### src/rtl/alu_pkg.sv
// Shared opcodes, ALU mux selects, command layout and sequencer states for alu_sequencer.
package alu_pkg;

  localparam logic [3:0] OP_ADD = 4'd0;
  localparam logic [3:0] OP_SUB = 4'd1;
  localparam logic [3:0] OP_MUL = 4'd2;
  localparam logic [3:0] OP_DIV = 4'd3;
  localparam logic [3:0] OP_AND = 4'd4;
  localparam logic [3:0] OP_OR  = 4'd5;
  localparam logic [3:0] OP_XOR = 4'd6;
  localparam logic [3:0] OP_NOT = 4'd7;
  localparam logic [3:0] OP_SHL = 4'd8;
  localparam logic [3:0] OP_SHR = 4'd9;
  localparam logic [3:0] OP_INC = 4'd10;
  localparam logic [3:0] OP_DEC = 4'd11;
  localparam logic [3:0] OP_CMP = 4'd12;
  localparam logic [3:0] OP_NOP = 4'd13;
  localparam logic [3:0] OP_RST = 4'd14;

  localparam logic [1:0] MUXA_LOAD = 2'b10;
  localparam logic [1:0] MUXA_HOLD = 2'b01;
  localparam logic [3:0] MUXB_ZERO = 4'b1000;
  localparam logic [3:0] MUXB_B    = 4'b0100;
  localparam logic [3:0] MUXB_ACC  = 4'b0010;
  localparam logic [3:0] MUXB_HOLD = 4'b0001;

  typedef struct packed {
    logic [3:0]  op;
    logic [15:0] a;
    logic [15:0] b;
    logic        bsel;
  } cmd_t;

  typedef enum logic [1:0] {StIdle, StIssue, StWait, StResp} seq_state_e;

  // Commands the ALU must never see: unsigned underflow, divide by zero, undefined opcode.
  function automatic logic is_fault(input logic [3:0] op, input logic [15:0] a,
                                    input logic [15:0] eff_b);
    return ((op == OP_SUB) && (eff_b > a)) || ((op == OP_DIV) && (eff_b == 16'd0)) ||
           (op == 4'd15);
  endfunction

endpackage

### src/rtl/cmd_fifo.sv
// Parameterised synchronous FIFO with async active-low reset; caller never pushes full or pops empty.
module cmd_fifo #(
  parameter int unsigned WIDTH = 37,
  parameter int unsigned DEPTH = 4
) (
  input  logic             clk,
  input  logic             rst_n,
  input  logic             i_push,
  input  logic [WIDTH-1:0] i_wdata,
  input  logic             i_pop,
  output logic [WIDTH-1:0] o_rdata,
  output logic             o_full,
  output logic             o_empty
);

  localparam int unsigned AW = $clog2(DEPTH);
  localparam logic [AW:0] FullCnt = (AW + 1)'(DEPTH);

  logic [WIDTH-1:0] r_mem [DEPTH];
  logic [AW-1:0]    r_wptr;
  logic [AW-1:0]    r_rptr;
  logic [AW:0]      r_count;

  always_ff @(posedge clk) begin
    if (i_push) begin
      r_mem[r_wptr] <= i_wdata;
    end
  end

  // Power-of-two depth lets the pointers wrap on their own.
  always_ff @(posedge clk or negedge rst_n) begin
    if (!rst_n) begin
      r_wptr  <= '0;
      r_rptr  <= '0;
      r_count <= '0;
    end else begin
      if (i_push) r_wptr <= r_wptr + AW'(1);
      if (i_pop)  r_rptr <= r_rptr + AW'(1);
      r_count <= r_count + {{AW{1'b0}}, i_push} - {{AW{1'b0}}, i_pop};
    end
  end

  assign o_rdata = r_mem[r_rptr];
  assign o_full  = (r_count == FullCnt);
  assign o_empty = (r_count == '0);

endmodule

### src/rtl/alu_sequencer.sv
// Queues ALU commands, screens out faulting ones before issue, drives the accumulator datapath
// one command at a time and returns each result with an error flag.
module alu_sequencer
  import alu_pkg::*;
#(
  parameter int unsigned DEPTH   = 4,
  parameter int unsigned ALU_LAT = 1
) (
  input  logic        clk,
  input  logic        reset,
  input  logic        cmd_valid,
  output logic        cmd_ready,
  input  logic [3:0]  cmd_op,
  input  logic [15:0] cmd_a,
  input  logic [15:0] cmd_b,
  input  logic        cmd_bsel,
  output logic [15:0] alu_A,
  output logic [15:0] alu_B,
  output logic [1:0]  alu_muxA,
  output logic [3:0]  alu_muxB,
  output logic [3:0]  alu_op,
  input  logic [31:0] alu_acc,
  output logic        rsp_valid,
  input  logic        rsp_ready,
  output logic [31:0] rsp_data,
  output logic        rsp_err,
  output logic        busy,
  output logic        err_state
);

  localparam int unsigned LatW = (ALU_LAT > 1) ? $clog2(ALU_LAT) : 1;
  localparam logic [LatW-1:0] LatLast = LatW'(ALU_LAT - 1);

  seq_state_e      r_state;
  logic            r_skip;
  logic            r_err_state;
  logic [LatW-1:0] r_lat_cnt;
  logic [15:0]     r_alu_a;
  logic [15:0]     r_alu_b;
  logic [3:0]      r_alu_op;
  logic [1:0]      r_mux_a;
  logic [3:0]      r_mux_b;
  logic [31:0]     r_rsp_data;
  logic            r_rsp_err;

  cmd_t        w_wdata;
  cmd_t        w_head;
  logic        w_full;
  logic        w_empty;
  logic        w_push;
  logic        w_pop;
  logic        w_reject;
  logic [15:0] w_eff_b;

  assign w_wdata = '{op: cmd_op, a: cmd_a, b: cmd_b, bsel: cmd_bsel};
  assign w_push  = cmd_valid && !w_full;
  assign w_pop   = (r_state == StIdle) && !w_empty;
  assign w_eff_b = w_head.bsel ? alu_acc[15:0] : w_head.b;
  // While the error flag is up only a reset opcode gets through.
  assign w_reject = r_err_state ? (w_head.op != OP_RST)
                                : is_fault(w_head.op, w_head.a, w_eff_b);

  cmd_fifo #(
    .WIDTH($bits(cmd_t)),
    .DEPTH(DEPTH)
  ) u_cmd_fifo (
    .clk    (clk),
    .rst_n  (reset),
    .i_push (w_push),
    .i_wdata(w_wdata),
    .i_pop  (w_pop),
    .o_rdata(w_head),
    .o_full (w_full),
    .o_empty(w_empty)
  );

  always_ff @(posedge clk or negedge reset) begin
    if (!reset) begin
      r_state     <= StIdle;
      r_skip      <= 1'b0;
      r_err_state <= 1'b0;
      r_lat_cnt   <= '0;
      r_alu_a     <= '0;
      r_alu_b     <= '0;
      r_alu_op    <= OP_RST;
      r_mux_a     <= MUXA_HOLD;
      r_mux_b     <= MUXB_ZERO;
      r_rsp_data  <= '0;
      r_rsp_err   <= 1'b0;
    end else begin
      unique case (r_state)
        StIdle: begin
          r_alu_op <= OP_NOP;
          r_mux_a  <= MUXA_HOLD;
          r_mux_b  <= MUXB_HOLD;
          if (w_pop) begin
            r_state <= StIssue;
            r_skip  <= w_reject;
            if (w_reject) begin
              r_err_state <= 1'b1;
            end else begin
              r_err_state <= 1'b0;
              r_alu_a     <= w_head.a;
              r_alu_b     <= w_head.b;
              r_alu_op    <= w_head.op;
              r_mux_a     <= MUXA_LOAD;
              if (w_head.op == OP_RST) r_mux_b <= MUXB_ZERO;
              else                     r_mux_b <= w_head.bsel ? MUXB_ACC : MUXB_B;
            end
          end
        end
        StIssue: begin
          r_mux_a   <= MUXA_HOLD;
          r_mux_b   <= MUXB_HOLD;
          r_lat_cnt <= '0;
          if (r_skip) begin
            r_rsp_data <= '0;
            r_rsp_err  <= 1'b1;
            r_state    <= StResp;
          end else begin
            r_state <= StWait;
          end
        end
        StWait: begin
          if (r_lat_cnt == LatLast) begin
            r_rsp_data <= alu_acc;
            r_rsp_err  <= 1'b0;
            r_alu_op   <= OP_NOP;
            r_state    <= StResp;
          end else begin
            r_lat_cnt <= r_lat_cnt + LatW'(1);
          end
        end
        StResp: begin
          if (rsp_ready) r_state <= StIdle;
        end
      endcase
    end
  end

  assign cmd_ready = !w_full;
  assign alu_A     = r_alu_a;
  assign alu_B     = r_alu_b;
  assign alu_op    = r_alu_op;
  assign alu_muxA  = r_mux_a;
  assign alu_muxB  = r_mux_b;
  assign rsp_valid = (r_state == StResp);
  assign rsp_data  = r_rsp_data;
  assign rsp_err   = r_rsp_err;
  assign busy      = (r_state != StIdle) || !w_empty;
  assign err_state = r_err_state;

endmodule

### config.mk
export PLATFORM = sky130hd
export DESIGN_NAME = alu_sequencer
export DESIGN_NICKNAME = d
export VERILOG_FILES = /design/src/rtl/alu_pkg.sv /design/src/rtl/cmd_fifo.sv /design/src/rtl/alu_sequencer.sv
export SDC_FILE = /design/constraint.sdc
export NUM_CORES = 1
export LEC_CHECK = 0
export CAP_MARGIN = 10
export CORE_MARGIN = 8
export CORE_UTILIZATION = 25
export DETAILED_ROUTE_END_ITERATION = 16
export GPL_ROUTABILITY_DRIVEN = 0
export PLACE_DENSITY = 0.44
export SETUP_SLACK_MARGIN = 0.2
export SKIP_CTS_REPAIR_TIMING = 1
export SYNTH_ARGS = -nofsm -noshare
export SYNTH_HDL_FRONTEND = slang
export SYNTH_HIERARCHICAL = 1
export SYNTH_SLANG_ARGS = --single-unit
### constraint.sdc
create_clock -name clk -period 5.16 [get_ports clk]
set_input_delay 1.29 -clock clk [delete_from_list [all_inputs] [get_ports clk]]
set_output_delay 1.29 -clock clk [all_outputs]
set_load 0.01 [all_outputs]
# Yosys cells after proc, flatten, opt, wreduce, memory -nomap -nowiden
# Memory sizes are Yosys's and may differ from the RTL's.
# Index checks and enable logic that the tools add are counted.
[totals]
output_inout_bits = 79
ff_bits = 87
ram_bits = 148
in_bits = 73
word_cells = 86
memories = 1
[classes]
bitwise = 1
add_sub_neg = 5
eq_ne = 13
n_lt_le_gt_ge = 1
muxes = 30
reduce_logical = 21
[memory_table]
columns = ["name", "depth", "word_bits", "rd", "rd_clocked_by_memory_dff", "write_ports", "line", "rtl"]
rows = [
  ["u_cmd_fifo.r_mem", 4, 37, 1, 0, 1, "cmd_fifo.sv:19", "logic [WIDTH-1:0] r_mem [DEPTH];"],
]
[ops]
columns = ["operator", "n"]
rows = [
  ["$mux W32", 2],
  ["$pmux W32 S2", 1],
  ["$mux W4", 6],
  ["$gt A16 B16 Y1", 1],
  ["$logic_not A16 Y1", 1],
  ["$mux W16", 1],
  ["$pmux W4 S2", 2],
  ["$mux W2", 5],
  ["$reduce_and A3 Y1", 3],
  ["$eq A4 B4 Y1 const B", 2],
  ["$mux W1", 8],
  ["$pmux W2 S4", 1],
  ["$reduce_bool A2 Y1", 4],
  ["$add A2 B1 Y2 const B", 2],
  ["$eq A2 B2 Y1 const B", 2],
  ["$eq A4 B1 Y1 const B", 1],
  ["$eq A4 B2 Y1 const B", 1],
  ["$logic_and A1 B1 Y1", 4],
  ["$ne A2 B1 Y1 const B", 2],
  ["$ne A2 B2 Y1 const B", 2],
  ["$ne A4 B4 Y1 const B", 1],
  ["$pmux W1 S2", 2],
  ["$pmux W2 S2", 1],
  ["$reduce_and A2 Y1", 2],
  ["11 further kinds", 14],
]

# Longest topological paths before layout
# An unclocked memory read counts as a cell.
[logic_depth]
ltp_word = 10
depth_mapped = 13
mapped_depth_nobuf = 9

# Modules after synthesis
# The synthesis kept the hierarchy.
[by_module_without_submodules]
columns = ["mod", "cells_per_inst", "n_inst", "area_per_inst_um2", "seq_area_each_um2"]
rows = [
  ["cmd_fifo", 227, 1, 5719.2, 4619.4],
  ["alu_sequencer", 389, 1, 3968.8, 1958.1],
]

# Least setup slack after synthesis
# Ideal clock, no wire load.
[synth_path]
path_kind = "register -> register"
startpoint = "register u_cmd_fifo.r_rptr[0]"
endpoint = "register r_alu_b[0] (netlist: alu_B[0])"
path_stages_with_launch = 14
path_slack_ns = 1.506
required_ns = 5.035
setup_time_ns = 0.125
period_less_slack_ns = 3.654
n_path_buf = 4
arrival_ns = 3.529
path_cell_list = "dfrtp_1 buf_6 mux4_2 clkbuf_8 clkbuf_1 mux2_2 ha_1 nand4_1 nor4_1 a21boi_0 o31ai_1 nand2b_4 buf_12 mux2_4"
[synth_rtl]
columns = ["item", "line", "rtl"]
rows = [
  ["from (decl)", "cmd_fifo.sv:21", "logic [AW-1:0] r_rptr;"],
  ["from (signal assigned)", "cmd_fifo.sv:38", "if (i_pop) r_rptr <= r_rptr + AW'(1);"],
  ["to (signal assigned)", "alu_sequencer.sv:104", "r_alu_b <= w_head.b;"],
  ["to (decl)", "alu_sequencer.sv:39", "logic [15:0] r_alu_b;"],
]

==> results.py <==
metrics = {
    "finish": {
        "area_delta_synth_final_pct": 31.1,
        "fin_nets": 882,
        "post_layout_nonfiller_instances": 1322,
        "antenna-diode-count": 0,
        "final.fill_count": 3786,
        "drive_gt1_share_pct": 16.9,
    },
    "yosys": {
        "yosysSeqAreaShare_pct": 67.9,
        "fraction_of_the_mapped_netlist_area_in_adder_cells_pct": 3.56,
        "synth_nets": 716,
        "post_synthesis_register_bit_count": 233,
        "post_synth_inst_count": 616,
        "synth_mux_area_share_pct": 13.2,
        "largest_family_of_logic_cells_by_synthesized_area": "multiplexers",
        "synth_simple_gate_area_share_pct": 5.59,
        "synth_area_per_cell_sq_um": 15.7,
        "async_set_reset_flop_share_out_of_synthesis_pct": 36.5,
        "synth_compound_area_share_pct": 6.35,
        "yosysUniqueCellTypes": 55,
        "syn-cell-area_sq_um": 9690,
        "postSynth.topFlopCell": "sky130_fd_sc_hd__edfxtp_1",
        "yosys_warns": 6,
        "synth-edff-count": 148,
        "synth-xor-area-share_pct": 0.452,
    },
    "floorplanning": {
        "die_w_um": 213,
        "fp.dieArea_sq_um": 45300,
        "core.rowCount": 72,
        "initial_utilization_pct": 25.2,
        "fp.coreArea_sq_um": 38500,
        "die_height_um": 213,
        "io_pins": 152,
    },
    "setup_path": {
        "path_max_fanout": 32,
        "worst_ep_arrival_time_ns": 4.65,
        "path_cells": "buf_4 -> mux4_2 -> mux2_2 -> ha_1 -> nand4_1 -> nor4_1 -> a21boi_0 -> o31ai_1 -> nand2b_4 -> mux2_2",
        "cp_common_cell": "sky130_fd_sc_hd__mux2_2",
        "cpPeakStageDelay_ns": 0.63,
        "timing.setup.critical_path_class": "register to register",
        "crit_path_start": "u_cmd_fifo/r_rptr[0]",
        "worstSetupStartpointType": "register",
        "critical_path.top_delay_family": "multiplexers",
        "critPathSlowestCell": "sky130_fd_sc_hd__dfrtp_2",
        "required_ns": 5.59,
        "critical_path.endpoint_type": "register",
        "timing.rr.start": "u_cmd_fifo/r_rptr[0]",
        "path_buf_inv": 1,
    },
    "power": {
        "power.density_cell_area_nw_per_um2": 632,
        "swShare_pct": 35.0,
        "total_switching_power_mw": 2.81,
        "worst_ir_drop_vdd_v": 0.000280,
        "cell_internal_pwr_mw": 5.22,
        "power.clock.fraction_pct": 22.7,
        "relative_contribution_of_combinational_cells_to_total_power_pct": 41.3,
        "p_leak_nw": 4.64,
        "power.sequential.fraction_pct": 36.0,
    },
    "sta": {
        "final.setup_skew_ns": 0.0156,
        "final-hold-violation-count": 0,
        "maxClockFrequency_mhz": 237,
        "report.final.setup_viol": 0,
        "drv_slew": 0,
        "fin_crit_sh_pct": 81.8,
        "tightest_slew_ns": 0.742,
        "unrepaired_setup_endpoints_after_global_routing": "false",
        "totalNegativeSetupSlack_ns": 0,
        "fin_crit_ns": 4.22,
        "slew_headroom_pct": 50.6,
    },
    "clock_tree": {
        "tritoncts_num_sinks": 233,
        "inserted_clock_buffers": 28,
        "cts.path.max_buffers": 3,
        "htreeDepth": 1,
        "insertion_delay_ns": 0.55,
        "cts-root-buf": "sky130_fd_sc_hd__clkbuf_16",
        "clkTransAtPathRegs_ns": 0.06,
        "tritoncts": "done",
    },
    "flow_run": {
        "max_cap_viol_count": 0,
    },
    "drt": {
        "post_route_drc_violation_count": 0,
        "drt_iter0_drc": 271,
        "avgRoutedWirePerCell_um": 20.8,
        "antenna_left": 0,
        "route.vias.total": 5685,
        "dr.pass1.iters": 4,
        "wirelength_routed_um": 27400,
        "via_per_inst": 4.30,
    },
    "global_routing": {
        "overflow": 0,
        "pin_count_of_the_biggest_net_entering_global_routing": 48,
        "grt_pass1_vias": 6057,
        "grt_pass1_wl_um": 40700,
        "grt_antenna_before_repair": 1,
        "gr-usage-all-layers_pct": 12.1,
    },
    "placement": {
        "dpl.cell_count": 1270,
        "dp_hpwl_um": 19500,
        "port_buffers": 151,
    },
    "hold_path": {
        "min_path_type": "register to register",
        "hold_start": "rsp_data[9]",
    },
    "run_status": {
        "run_status": "complete, no violations",
    },
}
## power by group through the flow
| stage | Sequential (mW) | Combinational, mW | Clock [mW] |
|---|---|---|---|
| floorplan | 2.95 | 1.90 | 0 |
| global placement | 2.94 | 3.40 | 0 |
| detailed placement | 2.94 | 3.39 | 0 |
| CTS | 2.91 | 3.40 | 1.89 |
| global route | 2.96 | 3.65 | 1.96 |
| finish | 2.89 | 3.31 | 1.83 |
## worst paths after layout
check	slack (ns)	endpoint	cells past startpoint
min in group asynchronous	0.75	rsp_data[18]	1
worst min register to register	0.48	rsp_data[9]	2
max in group asynchronous	3.37	u_cmd_fifo/r_wptr[1]	2
worst min-delay path	0.48	rsp_data[9]	2
worst max register to register	0.94	alu_B[11]	10
worst max-delay path	0.94	alu_B[11]	10
## sequential cells by signal, summed over array words and instances, names as in the netlist
name and cells:
u_cmd_fifo/r_wptr 2, u_cmd_fifo/r_rptr 2, alu_B 16, alu_muxA 2, u_cmd_fifo/r_count 3, rsp_err 1, u_cmd_fifo/r_mem 148, r_state 2
rsp_data 32, r_skip 1, alu_op 4, alu_muxB 4, alu_A 16
## cell families (layout without fill, tap and decap cells)
group	Yosys count	in the layout
xor+xnor	5	5
fa+ha+maj	27	27
mux	72	72
flops	233	233
buf+inv	57	245
compound gates	103	103
simple gates	119	119
## layout by cell type, fill, tap and decap left out, drive strengths merged, types with 3 or more instances in the layout
cell type      count
clkdlybuf4s50    150
o21bai             3
buf               15
inv               29
nor2b              3
and2               4
clkinv             9
nor4               6
dfrtp             80
dfstp              5
nor2              14
mux2              33
o21ai             67
nor3               6
edfxtp           148
xnor2              3
nand4              4
clkbuf            41
o32a               3
ha                26
nand2             72
mux4              37
a21oi             13
## cell usage after synthesis, types with 2 or more instances
| library cell | instances | area [sq um] |
|---|---|---|
| sky130_fd_sc_hd__buf_6 | 3 | 33.8 |
| sky130_fd_sc_hd__clkbuf_1 | 16 | 60.1 |
| sky130_fd_sc_hd__nand2_1 | 72 | 270 |
| sky130_fd_sc_hd__buf_4 | 2 | 15.0 |
| sky130_fd_sc_hd__o21bai_1 | 3 | 22.5 |
| sky130_fd_sc_hd__nor4_1 | 6 | 37.5 |
| sky130_fd_sc_hd__o32a_1 | 3 | 30.0 |
| sky130_fd_sc_hd__buf_2 | 3 | 15.0 |
| sky130_fd_sc_hd__dfstp_2 | 5 | 131 |
| sky130_fd_sc_hd__a22o_1 | 2 | 17.5 |
| sky130_fd_sc_hd__o21a_1 | 2 | 15.0 |
| sky130_fd_sc_hd__and2_1 | 4 | 25.0 |
| sky130_fd_sc_hd__mux4_2 | 37 | 833 |
| sky130_fd_sc_hd__ha_1 | 26 | 325 |
| sky130_fd_sc_hd__o21ai_0 | 67 | 335 |
| sky130_fd_sc_hd__dfrtp_1 | 80 | 2000 |
| sky130_fd_sc_hd__nor2b_1 | 3 | 18.8 |
| sky130_fd_sc_hd__nand3_1 | 2 | 10.0 |
| sky130_fd_sc_hd__nand4_1 | 4 | 25.0 |
| sky130_fd_sc_hd__edfxtp_1 | 148 | 4440 |
| sky130_fd_sc_hd__mux2_4 | 14 | 210 |
| sky130_fd_sc_hd__mux2i_1 | 2 | 20.0 |
| sky130_fd_sc_hd__a21oi_1 | 13 | 65.1 |
| sky130_fd_sc_hd__nor2_1 | 14 | 52.6 |
| sky130_fd_sc_hd__inv_1 | 28 | 105 |
| sky130_fd_sc_hd__nor3_1 | 6 | 30.0 |
| sky130_fd_sc_hd__or3_1 | 2 | 12.5 |
| sky130_fd_sc_hd__mux2_2 | 19 | 214 |
| sky130_fd_sc_hd__xor2_1 | 2 | 17.5 |
| sky130_fd_sc_hd__xnor2_1 | 3 | 26.3 |
## layout make-up
| cell class | count | area, sq um | share of cell area (%) |
|---|---|---|---|
| Clock buffer | 41 | 790 | 6.21 |
| Clock inverter | 11 | 81.3 | 0.640 |
| Inverter | 28 | 105 | 0.827 |
| Multi-Input combinational cell | 326 | 2840 | 22.3 |
| Sequential cell | 233 | 6580 | 51.8 |
| Tap cell | 518 | 648 | 5.10 |
| Timing Repair Buffer | 165 | 1660 | 13.1 |
## per-layer routing
layer,global-route usage [%],wire length [um]
met4,4.02,839
met3,2.69,1500
met5,0,11
met2,19.7,12900
met1,15.7,12200
## per-stage QoR
step | total power, mW | worst slack (ns) | hold WS (ns) | instance area (sq um) | util (%)
5_1_grt | 8.57 | 0.712 | 0.503 | 12700 | 33.0
6_report | 8.03 | 0.940 | 0.477 | 12700 | 33.0
3_5_place_dp | 6.34 | 0.719 | 0.470 | 11800 | 30.8
3_3_place_gp | 6.34 | 0.791 | 0.462 | 11800 | 30.8
2_1_floorplan | 4.85 | 1.51 | 0.491 | 9690 | -
4_1_cts | 8.21 | 0.892 | 0.482 | 12700 | 33.0
## worst register-to-register path, cell delays in order (launching register included)
cell and delay [ns]:
sky130_fd_sc_hd__dfrtp_2 0.63, sky130_fd_sc_hd__buf_4 0.36, sky130_fd_sc_hd__mux4_2 0.61, sky130_fd_sc_hd__mux2_2 0.29, sky130_fd_sc_hd__ha_1 0.29, sky130_fd_sc_hd__nand4_1 0.16
sky130_fd_sc_hd__nor4_1 0.40, sky130_fd_sc_hd__a21boi_0 0.31, sky130_fd_sc_hd__o31ai_1 0.21, sky130_fd_sc_hd__nand2b_4 0.42, sky130_fd_sc_hd__mux2_2 0.43
Power figures use the tool's default switching activity.
